File: src/rtl/key_sched_pkg.sv
// Shared types and sizes for the key-to-voice scheduler.
package key_sched_pkg;
  localparam int NUM_KEYS   = 3;
  localparam int NUM_VOICES = 2;
  localparam int NOTE_W     = 2;
  localparam int CNT_W      = 16;

  typedef enum logic [1:0] {
    IDLE    = 2'd0,
    PLAY    = 2'd1,
    RELEASE = 2'd2
  } voice_state_t;
endpackage

File: src/rtl/key_debounce.sv
// One key: 2-flop synchronizer, hold-time debounce, and press/release edge pulses.
module key_debounce
  import key_sched_pkg::*;
#(
  parameter int DEBOUNCE_CYCLES = 16
) (
  input  logic clk,
  input  logic rst_n,
  input  logic sw,
  output logic stable,
  output logic press,
  output logic rel
);
  localparam logic [CNT_W-1:0] CNT_LAST = CNT_W'(DEBOUNCE_CYCLES - 1);

  logic [1:0]       sync_q;
  logic [CNT_W-1:0] cnt_q;
  logic             stable_d;

  always_ff @(posedge clk or negedge rst_n) begin
    if (!rst_n) begin
      sync_q   <= '0;
      cnt_q    <= '0;
      stable   <= 1'b0;
      stable_d <= 1'b0;
    end else begin
      sync_q   <= {sync_q[0], sw};
      stable_d <= stable;
      if (sync_q[1] == stable) begin
        cnt_q <= '0;
      end else if (cnt_q == CNT_LAST) begin
        stable <= sync_q[1];
        cnt_q  <= '0;
      end else begin
        cnt_q <= cnt_q + CNT_W'(1);
      end
    end
  end

  assign press = stable & ~stable_d;
  assign rel   = ~stable & stable_d;
endmodule

File: src/rtl/key_voice_scheduler.sv
// Debounced 3-key front end feeding a 2-voice allocator; each voice holds its
// note through a release tail before it can be reused.
module key_voice_scheduler
  import key_sched_pkg::*;
#(
  parameter int DEBOUNCE_CYCLES = 16,
  parameter int RELEASE_CYCLES  = 8
) (
  input  logic                                   clk,
  input  logic                                   rst_n,
  input  logic [NUM_KEYS-1:0]                    sw,
  output logic [NUM_KEYS-1:0]                    lfsr_en,
  output logic [NUM_VOICES-1:0]                  voice_busy,
  output logic [NUM_VOICES-1:0][NOTE_W-1:0]      voice_note,
  output logic [NUM_KEYS-1:0]                    pending
);
  localparam logic [CNT_W-1:0] REL_LAST = CNT_W'(RELEASE_CYCLES - 1);

  logic [NUM_KEYS-1:0] stable, press, rel;

  key_debounce #(.DEBOUNCE_CYCLES(DEBOUNCE_CYCLES)) u_deb [NUM_KEYS-1:0] (
    .clk    (clk),
    .rst_n  (rst_n),
    .sw     (sw),
    .stable (stable),
    .press  (press),
    .rel    (rel)
  );

  voice_state_t                        state_q [NUM_VOICES];
  voice_state_t                        state_d [NUM_VOICES];
  logic [NUM_VOICES-1:0][NOTE_W-1:0]   note_q, note_d;
  logic [NUM_VOICES-1:0][CNT_W-1:0]    cnt_q, cnt_d;
  logic [NUM_KEYS-1:0]                 pending_d, owned, avail, alloc_mask;
  logic [NUM_VOICES-1:0]               alloc_vld;
  logic [NUM_VOICES-1:0][NOTE_W-1:0]   alloc_key;

  // Ownership and tone enables come straight from registered voice state.
  always_comb begin
    owned      = '0;
    voice_busy = '0;
    for (int v = 0; v < NUM_VOICES; v++) begin
      if (state_q[v] != IDLE) begin
        voice_busy[v]    = 1'b1;
        owned[note_q[v]] = 1'b1;
      end
    end
  end

  assign lfsr_en    = owned;
  assign voice_note = note_q;

  // A release in the same cycle withdraws the key before it can be granted.
  always_comb begin
    avail      = pending & ~rel;
    alloc_mask = '0;
    alloc_vld  = '0;
    alloc_key  = '0;
    for (int v = 0; v < NUM_VOICES; v++) begin
      if (state_q[v] == IDLE) begin
        for (int k = 0; k < NUM_KEYS; k++) begin
          if (!alloc_vld[v] && avail[k]) begin
            alloc_vld[v]  = 1'b1;
            alloc_key[v]  = NOTE_W'(k);
            avail[k]      = 1'b0;
            alloc_mask[k] = 1'b1;
          end
        end
      end
    end
  end

  assign pending_d = (pending | (press & ~owned)) & ~rel & ~alloc_mask;

  always_comb begin
    for (int v = 0; v < NUM_VOICES; v++) begin
      state_d[v] = state_q[v];
      note_d[v]  = note_q[v];
      cnt_d[v]   = cnt_q[v];
      case (state_q[v])
        IDLE: begin
          if (alloc_vld[v]) begin
            state_d[v] = PLAY;
            note_d[v]  = alloc_key[v];
          end
        end
        PLAY: begin
          if (!stable[note_q[v]]) begin
            state_d[v] = RELEASE;
            cnt_d[v]   = '0;
          end
        end
        RELEASE: begin
          // Re-press retakes this voice; the tail is never stolen by others.
          if (stable[note_q[v]]) begin
            state_d[v] = PLAY;
          end else if (cnt_q[v] == REL_LAST) begin
            state_d[v] = IDLE;
            note_d[v]  = '0;
            cnt_d[v]   = '0;
          end else begin
            cnt_d[v] = cnt_q[v] + CNT_W'(1);
          end
        end
        default: begin
          state_d[v] = IDLE;
          note_d[v]  = '0;
          cnt_d[v]   = '0;
        end
      endcase
    end
  end

  always_ff @(posedge clk or negedge rst_n) begin
    if (!rst_n) begin
      for (int v = 0; v < NUM_VOICES; v++) state_q[v] <= IDLE;
      note_q  <= '0;
      cnt_q   <= '0;
      pending <= '0;
    end else begin
      for (int v = 0; v < NUM_VOICES; v++) state_q[v] <= state_d[v];
      note_q  <= note_d;
      cnt_q   <= cnt_d;
      pending <= pending_d;
    end
  end
endmodule
File: config.mk
export PLATFORM = sky130hd
export DESIGN_NAME = key_voice_scheduler
export DESIGN_NICKNAME = d
export VERILOG_FILES = /design/src/rtl/key_sched_pkg.sv /design/src/rtl/key_debounce.sv /design/src/rtl/key_voice_scheduler.sv
export SDC_FILE = /design/constraint.sdc
export NUM_CORES = 1
export LEC_CHECK = 0
export BUFFER_PORTS_ARGS = -buffer_cell sky130_fd_sc_hd__buf_4
export CORE_MARGIN = 2
export CORE_UTILIZATION = 40
export CTS_CLUSTER_SIZE = 12
export DETAILED_ROUTE_END_ITERATION = 12
export PLACE_DENSITY = 0.6
export SLEW_MARGIN = 20
export SYNTH_ARGS = -nofsm -noshare
export SYNTH_HDL_FRONTEND = slang
export SYNTH_SLANG_ARGS = --single-unit
export TNS_END_PERCENT = 100
File: constraint.sdc
create_clock -name clk -period 6.6 [get_ports clk]
set_input_delay 0.33 -clock clk [delete_from_list [all_inputs] [get_ports clk]]
set_output_delay 0.33 -clock clk [all_outputs]
set_load 0.01 [all_outputs]
# --- After elaboration in Yosys (flattened, before gate mapping) ---
# Index checks and enable logic that the tools add are counted.
word_totals:
  register_bits: 103
classes:
  add_sub_neg: 5
  magnitude_cmp: 4
  n_eq_ne: 22
  muxes: 68
  bitwise_logic: 28
  n_reduce_logical: 23
op_table:
  columns: ["cell", "count"]
  rows:
  - ["two-way mux 16 bit", 12]
  - ["case mux 16 bit (3 select lines)", 2]
  - ["adder 16 x 1 -> 16 bit (second input constant)", 5]
  - ["== test 16 x 4 -> 1 bit (second input constant)", 3]
  - ["== test 16 x 3 -> 1 bit (second input constant)", 2]
  - ["two-way mux 2 bit", 14]
  - ["two-way mux 1 bit", 27]
  - ["case mux 2 bit (3 select lines)", 4]
  - ["inequality test 2 bit (second input constant)", 8]
  - ["two-way mux 3 bit", 5]
  - ["NOT 1 bit", 13]
  - ["bitwise AND 3 bit", 4]
  - ["AND reduction 3 bit", 4]
  - ["NOT 3 bit", 3]
  - ["AND reduction 4 bit", 2]
  - ["bitwise AND 1 bit", 6]
  - ["logical AND 1 bit", 6]
  - ["less-than comparator 2 x 3 -> 1 bit (second input constant)", 2]
  - ["inequality test 3 bit (second input constant)", 2]
  - ["bitwise OR 3 bit", 2]
  - ["AND reduction 2 bit", 3]
  - ["binary-select mux 1 bit (select 2 bit)", 2]
  - ["demux 1 bit (select 2 bit)", 2]
  - ["== test 2 x 1 -> 1 bit (second input constant)", 2]
  - ["6 further kinds", 15]

# --- Depth between registers and ports, before layout ---
logic_depth:
  word_depth: 26
  ltp_mapped: 7

# --- Cells and area by module ---
# A second synthesis with hierarchy kept.
unflattened:
  cells_unflattened: 564
  area_unflattened_um2: 5620.4
by_module_without_submodules:
  columns: ["mod", "instances", "cells_each", "area_each_um2", "seq_area_each_um2"]
  rows:
  - ["key_debounce", 3, 86, 959.7, 500.5]
  - ["key_voice_scheduler", 1, 306, 2741.4, 1076.0]

# --- Worst setup path after synthesis ---
# Ideal clock, no wire load.
synth_path:
  path_type: "reg-to-reg"
  from: "register cnt_q[12] (netlist name)"
  to: "register cnt_q[5] (netlist name)"
  setup_time_ps: 128
  arrival_ps: 1940
  t_required_ps: 6472
  slack_ps: 4532
  path_stages_with_launch: 7
  period_less_slack_ps: 2068
  cell_sequence: "dfrtp_1 > or4_4 > o41ai_4 > or2_1 > buf_6 > buf_12 > o31ai_1"
synth_between:
  elab_chain_len: 4
synth_lines:
  columns: ["element", "line_no", "text"]
  rows:
  - ["from (decl)", "key_voice_scheduler.sv:33", "logic [NUM_VOICES-1:0][CNT_W-1:0] cnt_q, cnt_d;"]
  - ["from (signal assigned)", "key_voice_scheduler.sv:123", "cnt_q <= cnt_d;"]
  - ["== test 16 x 3 -> 1 bit", "key_voice_scheduler.sv:97", "end else if (cnt_q[v] == REL_LAST) begin"]
  - ["two-way mux 16 bit", "key_voice_scheduler.sv:97", null]
  - ["two-way mux 16 bit", "key_voice_scheduler.sv:95", "if (stable[note_q[v]]) begin"]
  - ["case mux 16 bit (3 select lines)", "key_voice_scheduler.sv:80", "case (state_q[v])"]
# No other way between the ends. The select of a mux whose other input is x is not followed.
# A chain may end at the register's enable or synchronous reset.

# --- Worst setup path in the final report ---
layout_path:
  from: "register cnt_q[12] (netlist name)"
  to: "register cnt_q[9] (netlist name)"
# Same word-level chain as after synthesis.

==> results.json <==
{
  "status": "completed",
  "die_w_um": 117,
  "synthesis.nets": 539,
  "post-route-period-util": 0.434,
  "finalClockSkew_ns": 0.00733,
  "start_util": 0.405,
  "netSwitchingFraction": 0.234,
  "grt_pass1_wl_um": 17900,
  "cts_root_buf": "clkbuf_16",
  "startpoint_type": "register",
  "wl_met1_um": 4690,
  "synth_most_common_cell": "dfrtp_1",
  "die_h_um": 117,
  "wl_met3_um": 381,
  "post-route-min-period_ns": 2.86,
  "grt-ovfl-total": 0,
  "grt_pass1_vias": 3779,
  "dpl.hpwl_um": 6750,
  "ys_warn_count": 0,
  "synth-compound-area-share": 0.131,
  "n_antenna_cell": 0,
  "synth_top_area_frac": 0.509,
  "clock-sinks": 103,
  "syn-instance-count": 529,
  "vias_per_cell": 5.35,
  "yosysTopAreaCell": "dfrtp_1",
  "routed.top_layer": "met4",
  "num_vias": 3871,
  "p_int_mw": 0.914,
  "fin_nets": 557,
  "wl_per_cell_um": 13.6,
  "async_flop_share": 1.00,
  "power_frac_seq": 0.545,
  "critPathCaptureType": "register",
  "die_area_um2": 13600,
  "clkLatencyLatePin_ns": 0.35,
  "synthesis.area_um2": 5070,
  "clock_path_buffers": 2,
  "fmax_mhz": 349,
  "route.met2.wl_um": 4650,
  "yosysSeqAreaShare": 0.509,
  "worstMarginPinSlew_ns": 0.947,
  "synth_edf_count": 0,
  "path_class": "reg2reg",
  "maxCapViolations": 0,
  "core_um2": 12500,
  "clkTransAtPathRegs_ns": 0.07,
  "syn2layout_area_growth_pct": 10.9,
  "grt_usage": 0.166,
  "cp_data_required_time_ns": 6.83,
  "drive_gt1_frac": 0.0707,
  "power_mw": 1.19,
  "nFillCells": 1247,
  "synth.top_cells.by_area": "dfrtp_1 51%, nor2_1 5.8%, xor2_1 5.2%",
  "synthMuxAreaShare": 0.0106,
  "ctsHtreeMaxLevel": 3,
  "power_frac_clock": 0.413,
  "fp-row-count": 41,
  "routed_wirelength_um": 9860,
  "cts_buffers": 9,
  "finalHoldViolCount": 0,
  "finalSetupViolCount": 0,
  "p_leak_nw": 2.41,
  "powerDensity_nw_per_um2": 212,
  "num_io_pins": 17,
  "cts_resized": 0,
  "cp.arrival_ns": 3.09,
  "tns_ns": 0,
  "synthXorXnorAreaFrac": 0.0778,
  "min_path_type": "in2reg",
  "drc": 0,
  "synth_top_family_by_area": "simple AND/OR/NAND/NOR gates",
  "timing.critical_path.fanout_max": 18,
  "synth_flop_cell": "dfrtp_1",
  "power_frac_comb": 0.042,
  "synth.avg_cell_area_um2": 9.58,
  "antenna_found_initial": 0,
  "slew_headroom": 0.366,
  "post-route-util": 0.449,
  "grt_max_degree": 63,
  "ys_ff_latch": 103,
  "portBuffers": 16,
  "cts_tree": "built",
  "p_sw_mw": 0.280,
  "yosys.area_share.adder": 0.0183,
  "gp_congestion": 0.866,
  "drt_first_pass_iters": 5,
  "rsz0062_at_grt": "false",
  "drv_slew": 0,
  "peakVddDrop_mv": 0.161,
  "drtAntennaViolNets": 0,
  "yosys.area_share.simple": 0.225,
  "synth_cell_types": 52,
  "detail_route.iter0.violations": 200,
  "yosys-top-cells-count": "103 x dfrtp_1, 78 x nor2_1, 40 x nand2_1, 40 x o21ai_0, 35 x nand3_1"
}
==> kinds of logic after synthesis <==
group           after synthesis
compound gates              103
xor+xnor                     45
fa+ha+maj                     8
buf+inv                      30
flops                       103
mux                           5
simple gates                235
==> through the flow <==
step / hold slack, ns / worst slack, ns / area (µm²) / instances
after detailed placement: 0.336 / 3.76 / 5340 / 707
after global placement: 0.335 / 3.81 / 5340 / 707
after floorplan: 0.0344 / 4.53 / 5070 / 529
after CTS: 0.0629 / 3.75 / 5620 / 724
after global routing: 0.0600 / 3.51 / 5620 / 724
final: 0.0801 / 3.74 / 5620 / 724
==> power groups by stage <==
| stage | clock network [mW] | logic, mW | registers (mW) |
|---|---|---|---|
| 4_1_cts | 0.517 | 0.0524 | 0.650 |
| 2_1_floorplan | 0 | 0.0312 | 0.661 |
| 6_report | 0.493 | 0.0504 | 0.651 |
| 5_1_grt | 0.546 | 0.0599 | 0.652 |
| 3_5_place_dp | 0 | 0.0516 | 0.662 |
| 3_3_place_gp | 0 | 0.0508 | 0.662 |
==> registers in the layout, indices dropped and copies added (netlist names) <==
| register | count |
|---|---|
| cnt_q | 32 |
| pending | 3 |
| state_q | 4 |
| u_deb.cnt_q | 48 |
| u_deb.stable | 3 |
| u_deb.stable_d | 3 |
| u_deb.sync_q | 6 |
| voice_note | 4 |
==> layer usage <==
layer / track usage / vias to the layer above
li1: - / 1938
met1: 0.219 / 1868
met2: 0.264 / 52
met3: 0.0524 / 13
met4: 0.0533 / 0
met5: 0 / -
==> layout make-up <==
| type | count | area, µm² | area share |
|---|---|---|---|
| clock inverters | 6 | 45.0 | 0.00801 |
| well taps | 172 | 215 | 0.0383 |
| clock buffers | 10 | 229 | 0.0407 |
| flip-flops and latches | 103 | 2580 | 0.458 |
| multi-input cells | 396 | 2350 | 0.417 |
| repair buffers | 18 | 138 | 0.0245 |
| inverters | 19 | 71.3 | 0.0127 |
==> critical path, cell delays in order, from the launching register on <==
cell,delay (ns)
dfrtp_1,0.46
or4_4,0.57
o41ai_4,0.91
or2_1,0.55
nand2b_1,0.18
o21ai_1,0.06
==> timing repair <==
action,CTS,global route
setup endpoints to repair,0,0
hold buffers,1,0
endpoints found under the hold margin,41,0
setup buffers,0,0
==> layout by cell type, fill, tap and decap left out, drive strengths merged, types with 17 or more instances in the layout <==
cell type	count
o21ai	50
nand2	40
buf	17
dfrtp	103
inv	21
nand3	35
xor2	30
nor2	78
==> path summary, 6_finish.rpt <==
path	startpoint	to	slack (ns)	cells after the start
worst min register to register	u_deb[0].sync_q[0]	u_deb[0].sync_q[1]	0.36	0
max in group asynchronous	rst_n	u_deb[0].cnt_q[14]	4.93	3
worst max-delay path	cnt_q[12]	cnt_q[9]	3.74	5
worst min-delay path	sw[0]	u_deb[0].sync_q[0]	0.08	1
min in group asynchronous	rst_n	cnt_q[6]	0.51	2
worst max register to register	cnt_q[12]	cnt_q[9]	3.74	5
(Power assumes the default switching activity.)
